--- config.mk ---
export PLATFORM = sky130hd
export DESIGN_NAME = div8
export DESIGN_NICKNAME = d
export VERILOG_FILES = /design/src/rtl/div8_pkg.sv /design/src/rtl/div8_step.sv /design/src/rtl/div8.sv
export SDC_FILE = /design/constraint.sdc
export NUM_CORES = 1
export LEC_CHECK = 0
export CORE_MARGIN = 2
export CORE_UTILIZATION = 45
export DETAILED_ROUTE_END_ITERATION = 7
export DONT_BUFFER_PORTS = 1
export PLACE_DENSITY = 0.67
export SYNTH_ARGS = -nofsm -noshare
export SYNTH_HDL_FRONTEND = slang
export SYNTH_SLANG_ARGS = --single-unit
--- constraint.sdc ---
create_clock -name clk -period 2.6 [get_ports clk]
set_clock_uncertainty 0.15 [all_clocks]
set_input_delay 0.65 -clock clk [delete_from_list [all_inputs] [get_ports clk]]
set_output_delay 0.65 -clock clk [all_outputs]
set_load 0.01 [all_outputs]
--- src/rtl/div8_pkg.sv ---
// Shared types and constants for the 16/8 restoring divider.
package div8_pkg;
  localparam int DIVISOR_W  = 8;
  localparam int DIVIDEND_W = 16;
  localparam int ITER       = 16;
  localparam int CNT_W      = 5;
  localparam logic [DIVIDEND_W-1:0] DZ_QUOT = 16'hFFFF;

  typedef enum logic [1:0] {IDLE, RUN, DONE} state_e;
endpackage

--- src/rtl/div8_step.sv ---
// One restoring-division step: shift in the next dividend bit, trial-subtract the divisor.
module div8_step
  import div8_pkg::*;
(
  input  logic [DIVISOR_W:0]   partial_i,
  input  logic                 q_msb_i,
  input  logic [DIVISOR_W-1:0] divisor_i,
  output logic [DIVISOR_W:0]   partial_o,
  output logic                 q_bit_o
);
  logic [DIVISOR_W:0] p;
  // partial is always < divisor, so its top bit is zero and drops out of the shift
  logic unused_partial_msb;
  assign unused_partial_msb = partial_i[DIVISOR_W];

  always_comb begin
    p = {partial_i[DIVISOR_W-1:0], q_msb_i};
    if (p >= {1'b0, divisor_i}) begin
      partial_o = p - {1'b0, divisor_i};
      q_bit_o   = 1'b1;
    end else begin
      partial_o = p;
      q_bit_o   = 1'b0;
    end
  end
endmodule

--- src/rtl/div8.sv ---
// Sequential 16/8 divider: 16 restoring iterations, registered quotient/remainder/dz.
module div8
  import div8_pkg::*;
(
  input  logic                  clk,
  input  logic                  sig,
  input  logic                  start,
  input  logic [DIVIDEND_W-1:0] ina,
  input  logic [DIVISOR_W-1:0]  inb,
  output logic [DIVIDEND_W-1:0] out,
  output logic [DIVISOR_W-1:0]  rem,
  output logic                  busy,
  output logic                  done,
  output logic                  dz
);
  state_e                state_q, state_d;
  logic [CNT_W-1:0]      cnt_q, cnt_d;
  logic [DIVIDEND_W-1:0] q_q, q_d;
  logic [DIVISOR_W-1:0]  div_q, div_d;
  logic [DIVISOR_W:0]    part_q, part_d;
  logic [DIVIDEND_W-1:0] out_q, out_d;
  logic [DIVISOR_W-1:0]  rem_q, rem_d;
  logic                  dz_q, dz_d;
  logic                  done_q, done_d;

  logic [DIVISOR_W:0]    step_part;
  logic                  step_bit;

  div8_step u_step (
    .partial_i (part_q),
    .q_msb_i   (q_q[DIVIDEND_W-1]),
    .divisor_i (div_q),
    .partial_o (step_part),
    .q_bit_o   (step_bit)
  );

  always_comb begin
    state_d = state_q;
    cnt_d   = cnt_q;
    q_d     = q_q;
    div_d   = div_q;
    part_d  = part_q;
    out_d   = out_q;
    rem_d   = rem_q;
    dz_d    = dz_q;
    done_d  = 1'b0;
    case (state_q)
      IDLE: if (start) begin
        q_d    = ina;
        div_d  = inb;
        part_d = '0;
        cnt_d  = '0;
        dz_d   = 1'b0;
        if (inb == '0) begin
          state_d = DONE;
          out_d   = DZ_QUOT;
          rem_d   = ina[DIVISOR_W-1:0];
          dz_d    = 1'b1;
          done_d  = 1'b1;
        end else begin
          state_d = RUN;
        end
      end
      RUN: begin
        q_d    = {q_q[DIVIDEND_W-2:0], step_bit};
        part_d = step_part;
        cnt_d  = cnt_q + CNT_W'(1);
        // last iteration writes the result straight from the step outputs
        if (cnt_q == CNT_W'(ITER - 1)) begin
          state_d = DONE;
          out_d   = {q_q[DIVIDEND_W-2:0], step_bit};
          rem_d   = step_part[DIVISOR_W-1:0];
          done_d  = 1'b1;
        end
      end
      DONE:    state_d = IDLE;
      default: state_d = IDLE;
    endcase
  end

  always_ff @(posedge clk) begin
    if (sig) begin
      state_q <= IDLE;
      cnt_q   <= '0;
      q_q     <= '0;
      div_q   <= '0;
      part_q  <= '0;
      out_q   <= '0;
      rem_q   <= '0;
      dz_q    <= 1'b0;
      done_q  <= 1'b0;
    end else begin
      state_q <= state_d;
      cnt_q   <= cnt_d;
      q_q     <= q_d;
      div_q   <= div_d;
      part_q  <= part_d;
      out_q   <= out_d;
      rem_q   <= rem_d;
      dz_q    <= dz_d;
      done_q  <= done_d;
    end
  end

  assign out  = out_q;
  assign rem  = rem_q;
  assign dz   = dz_q;
  assign done = done_q;
  assign busy = (state_q != IDLE);
endmodule

==> results.md <==
- Post-route setup TNS: 0 ns
- Max-cap violations: 0
- Initial core utilization: 0.457
- Post-route cell area: 3360 um^2
- Placer Congestion: 0.855
- Worst slew pin tran: 0.733 ns
- Root Driver: clkbuf_8
- Fraction of registers with async set/reset: 0
- Post-DP HPWL: 4830 um
- Crit path capture type: flop
- Pwr Density: 799 nW/um^2
- Routed len/inst: 14.9 um
- Synthesized area: 3060 um^2
- Post-synth EDFFs: 0
- Setup violators final: 0
- CP max FO: 3
- GRT met3 Usage: 0.0495
- Main synth FF type: dfxtp_1
- Placed Area: 3110 um^2
- Met2 GRT Util: 0.282
- Setup WS post-layout: 0.175 ns
- Die H: 86.4 um
- Core area: 6680 um^2
- First-pass GRT wire length: 11100 um
- IO Count: 54
- Setup crit start kind: flop
- Worst-skew pair later-pin latency: 0.35 ns
- RSZ-0062 raised after global routing: no
- Vias: 2600
- # rows: 30
- First-pass iteration count of the detailed router: 4
- Leakage: 0.00120 uW
- Initial DRC count: 161
- Total die area: 7470 um^2
- Crit Path Class: flop to flop
- Max-slew violations: 0
- Fin crit period: 2.42 ns
- Drt via density: 5.66
- Syn Inst Count: 382
- Cts bufs inserted: 9
- Pre-CTS setup slack: 0.193 ns
- Seq/Total Area, Yosys: 0.426
- Yosys warns: 0
- Hold Vio Cnt, Final: 0
- Met1 Resource Use GR: 0.255
- Total global routing overflow: 0
- Arr. time, crit path: 2.49 ns
- Setup Buffers After CTS: 0
- Grt peak-use layer: met2
- Syn Nets: 420
- Antenna Violating Nets Remaining: 0
- I/O Buffers: 0
- Total chip power: 2680 uW
- Fin crit share: 0.933
- GRT Overall Usage: 0.190
- VDD IR-drop max: 0.288 mV
- H-tree depth: 3
- Number of global-route vias before repair: 2329
- Max Root-Sink Buffers: 2
- Status: complete, no violations
- DRC Markers: 0
- Max_slew headroom: 0.511
- Critical Path RT: 2.66 ns
- Fin Hold WS: 0.216 ns
- Nets: 412
- Final WL: 6820 um
- Die Wd: 86.4 um
- CTS sink cnt: 65
- Unique cell type count in the Yosys netlist: 48
- Layout area overhead: 9.78%
- Initial antenna violation count: 0
- CTS tree: built
- Hold Path Class: primary input to flop
- Synthesized flop and latch total: 65
- # diodes: 0
- Mean Syn Cell Area: 8.00 um^2
- Max Clk Rate: 412 MHz
- Share of layout cells above drive strength 1: 0.0871
- Clock transition at path regs: 0.07 ns
- Largest net degree at the start of global routing: 67
==> flip-flops by register name, indices dropped and copies added, names as in the netlist <==
register and cells:
cnt_q 5, rem 8, part_q 8, div_q 8, state_q 2, out 16
dz 1, q_q 16, done 1
==> Yosys cell counts, types with 2 or more instances <==
| cell type | n | area (um^2) |
|---|---|---|
| and3_1 | 2 | 12.5 |
| a31oi_1 | 4 | 25.0 |
| buf_2 | 6 | 30.0 |
| nor2_1 | 53 | 199 |
| clkbuf_1 | 15 | 56.3 |
| a21oi_1 | 30 | 150 |
| o21a_1 | 2 | 15.0 |
| o21ai_0 | 10 | 50.1 |
| a211oi_1 | 10 | 75.1 |
| nand2b_1 | 2 | 12.5 |
| dfxtp_1 | 65 | 1300 |
| buf_4 | 3 | 22.5 |
| nor2b_1 | 3 | 18.8 |
| nand3_1 | 4 | 20.0 |
| inv_1 | 13 | 48.8 |
| and2_1 | 2 | 12.5 |
| a311oi_1 | 16 | 140 |
| a22oi_1 | 2 | 15.0 |
| o32ai_1 | 2 | 17.5 |
| nor4_1 | 2 | 12.5 |
| nor3_1 | 35 | 175 |
| xnor2_1 | 2 | 17.5 |
| nand2_1 | 62 | 233 |
| or3_1 | 4 | 25.0 |
| ha_1 | 10 | 125 |
==> placed cells by master (no fill, tap or decap), types with 2 or more instances in the layout <==
cell type  synthesis  final
dfxtp_1           65     65
nand2_1           62     62
nor2_1            53     52
nor3_1            35     35
a21oi_1           30     30
a311oi_1          16     16
inv_1             13     13
a211oi_1          10     10
o21ai_0           10     10
ha_1              10     10
clkbuf_8           0      9
buf_4              3      5
nand3_1            4      4
or3_1              4      4
a31oi_1            4      4
bufinv_16          0      3
and3_1             2      2
nand2b_1           2      2
nor2b_1            3      2
o21a_1             2      2
and2_1             2      2
o32ai_1            2      2
xnor2_1            2      2
a22oi_1            2      2
nor4_1             2      2
==> logic make-up after synthesis <==
family,after synthesis,share of synthesized area
compound gates,86,0.196
mux,1,0.00327
flops,65,0.426
fa+ha+maj,11,0.0475
buf+inv,38,0.0528
xor+xnor,3,0.00860
simple gates,178,0.266
==> area by class of cell <==
type | count | area (um^2)
flip-flops and latches | 65 | 1300
fillers | 670 | 3330
repair buffers | 6 | 57.6
well taps | 80 | 100
clock inverters | 6 | 115
multi-input cells | 279 | 1610
inverters | 13 | 48.8
clock buffers | 10 | 128
==> routing by layer <==
| layer | routed length (um) | up-vias |
|---|---|---|
| li1 | - | 1336 |
| met1 | 3250 | 1192 |
| met2 | 3090 | 61 |
| met3 | 341 | 11 |
| met4 | 147 | 0 |
| met5 | 0 | - |
==> critical path, cell delays in order, from the launching register on <==
cell and delay [ns]:
dfxtp_1 0.34, inv_1 0.08, ha_1 0.17, inv_1 0.06, fa_1 0.40, nand3_1 0.10
a21boi_0 0.13, o21a_1 0.20, or3_1 0.31, a31oi_1 0.23, a311oi_1 0.12
==> metrics by stage <==
step | cells | utilization
2_1_floorplan | 382 | -
3_3_place_gp | 443 | 0.465
3_5_place_dp | 443 | 0.465
4_1_cts | 459 | 0.501
5_1_grt | 459 | 0.502
6_report | 459 | 0.502
==> final timing paths <==
check           start       end  slack (ns)  depth (start not counted)
max           q_q[15]    rem[6]        0.18                         10
min               sig    rem[1]        0.22                          1
max reg2reg   q_q[15]    rem[6]        0.18                         10
min reg2reg  div_q[1]  div_q[1]        0.31                          2
==> timing repair <==
item,CTS,global route
hold buffers,0,0
gates resized for setup,0,1
endpoints found under the setup margin,0,2
==> power by group <==
group          switching, uW  leakage (uW)  internal (uW)
registers               44.4      0.000530           1050
logic                    330      0.000552            220
clock network            399      0.000117            642
total                    774       0.00120           1910
(Power assumes the default switching activity.)
==> RTL change, RTL diff (config.mk and constraints unchanged) <==
Set the package constant `DIVISOR_W` to 10 (it was 8).
--- a/src/rtl/div8_pkg.sv
+++ b/src/rtl/div8_pkg.sv
@@ -2,3 +2,3 @@
 package div8_pkg;
-  localparam int DIVISOR_W  = 8;
+  localparam int DIVISOR_W  = 10;
   localparam int DIVIDEND_W = 16;
Interface: changed (resized inb and rem); port bits go from 54 to 58. No check against the original RTL was run, so the function may have changed too.
==> RTL change against the original RTL <==
Synthesized cell count grew 7.3%. Area after synthesis increased by 13%. Worst setup slack better by 0.073 ns. Sequential cell count grew 6. Design area up 9.8%. Wire length increased by 23%. Die area rose by 12%. Largest cell class unchanged.
Power is not compared: it rests on default switching activity, and its combinational part moved more than twofold at a synthesized area within 25%.
==> RTL change: results (changes against the original RTL) <==
Run status
  • Status: finished clean

Synth
  • Seq/Total Area, Yosys: 41.1% (-1.4 points)
  • Post-Syn Nets: 452 (+7.6%)
  • Ranking of synthesized cells by area: dfxtp_1, nor2_1, nand2_1
  • Distinct cell type count after synthesis: 56 (+17%)
  • Commonest cells in the netlist: nor2_1, dfxtp_1, nand2_1
  • Ys flop type: dfxtp_1

Global routing
  • Largest net degree at the start of global routing: 69 (+3.0%)
  • First-pass GRT wire length: 13500 um (+22%)
  • Number of global-route vias before repair: 2785 (+20%)
  • Total GRT Usage: 20.1% (+1.2 points)
  • Initial antenna violation count: 0 (unchanged)

Clock tree
  • Clk pin slew, worst setup/hold paths: 0.09 ns (+0.02 ns)
  • Worst-Skew Late Latency: 0.35 ns (about the same)
  • Post-cts sizing count: 0 (unchanged)

STA
  • Least-Margin Pin Slew: 0.453 ns (-0.280 ns)

Place
  • HPWL after DPL: 6050 um (+25%)
  • Routability congestion estimate: 0.873 (+2.0%)
  • Place WS: 0.208 ns (+0.0150 ns)

Route
  • Final Routed Wirelength: 8390 um (+23%)
  • Vias per std cell: 5.70 (+0.59%)
  • DRT iter0 DRCs: 201 (+25%)
  • DR pass1 iterations: 5 (+1)

Finish
  • Layout cells sized above 1: 10.8% (+2.1 points)
  • Multi-input logic area: 1830 um2 (+14%)
  • NumNets Final: 444 (+7.8%)
  • # fillers: 703 (+4.9%)

Critical path
  • Crit path max fanout: 6 (+3)
  • Crit path DAT: 2.42 ns (-0.07 ns)

Power and ir drop
  • IR drop worst, VDD: 0.000662 V
## RTL change: power breakdown
part           internal, uW  total (uW)  leakage, uW  switching, uW
registers              1190        1280     0.000578           93.7
clock network           456         913     0.000106            456
logic                   728        1860     0.000699           1130
## RTL change: cells by family (layout without fill, tap and decap cells)
group / after synthesis / in the layout / synth area share, %
AOI/OAI and AO/OA: 102 / 102 / 21.6
xor gates and xnor gates: 7 / 7 / 1.77
adders and majority gates: 13 / 13 / 4.93
buffers and inverters: 38 / 35 / 5.98
DFF: 71 / 71 / 41.1
muxes: 3 / 3 / 0.869
and+or+nand+nor: 176 / 176 / 23.8
## RTL change: worst paths after layout
kind,start,end,slack [ns],cells after the start
max,div_q[4]$_SDFFE_PP0P_,rem[3]$_SDFFE_PP0P_,0.25,8
min,sig,div_q[6]$_SDFFE_PP0P_,0.22,1
max reg2reg,div_q[4]$_SDFFE_PP0P_,rem[3]$_SDFFE_PP0P_,0.25,8
min reg2reg,div_q[3]$_SDFFE_PP0P_,div_q[3]$_SDFFE_PP0P_,0.30,2
## RTL change: critical path, cell delays in order (launching register included)
cell and delay, ns:
dfxtp_1 0.33, inv_1 0.04, ha_1 0.38, a21o_1 0.26
or2_4 0.25, o21ai_2 0.20, a211oi_1 0.11, a31oi_1 0.35
a311oi_1 0.15
## RTL change: layout make-up
cell class                 instances  area share [%]
clock buffer                       9            3.36
clock inverter                     7            2.21
inverter                          13            1.32
multi-input combinational        301            49.6
sequential                        71            38.6
tap                               99            3.36
timing repair buffer               6            1.56
## RTL change: per-stage QoR
| step | area, um2 | hold WS [ns] | util [%] | std cells |
|---|---|---|---|---|
| after global routing | 3680 | 0.204 | 50.2 | 506 |
| after CTS | 3680 | 0.205 | 50.2 | 506 |
| after detailed placement | 3480 | 0.294 | 47.4 | 490 |
| after global placement | 3480 | 0.288 | 47.4 | 490 |
| after floorplan | 3450 | 0.286 | - | 410 |
| final | 3680 | 0.217 | 50.2 | 506 |
## RTL change: layer usage
layer	part of all wire (%)	track usage (%)
met1	45	26.2
met2	45	32.2
met3	8.5	6.49
met4	1.2	5.18
met5	0	0
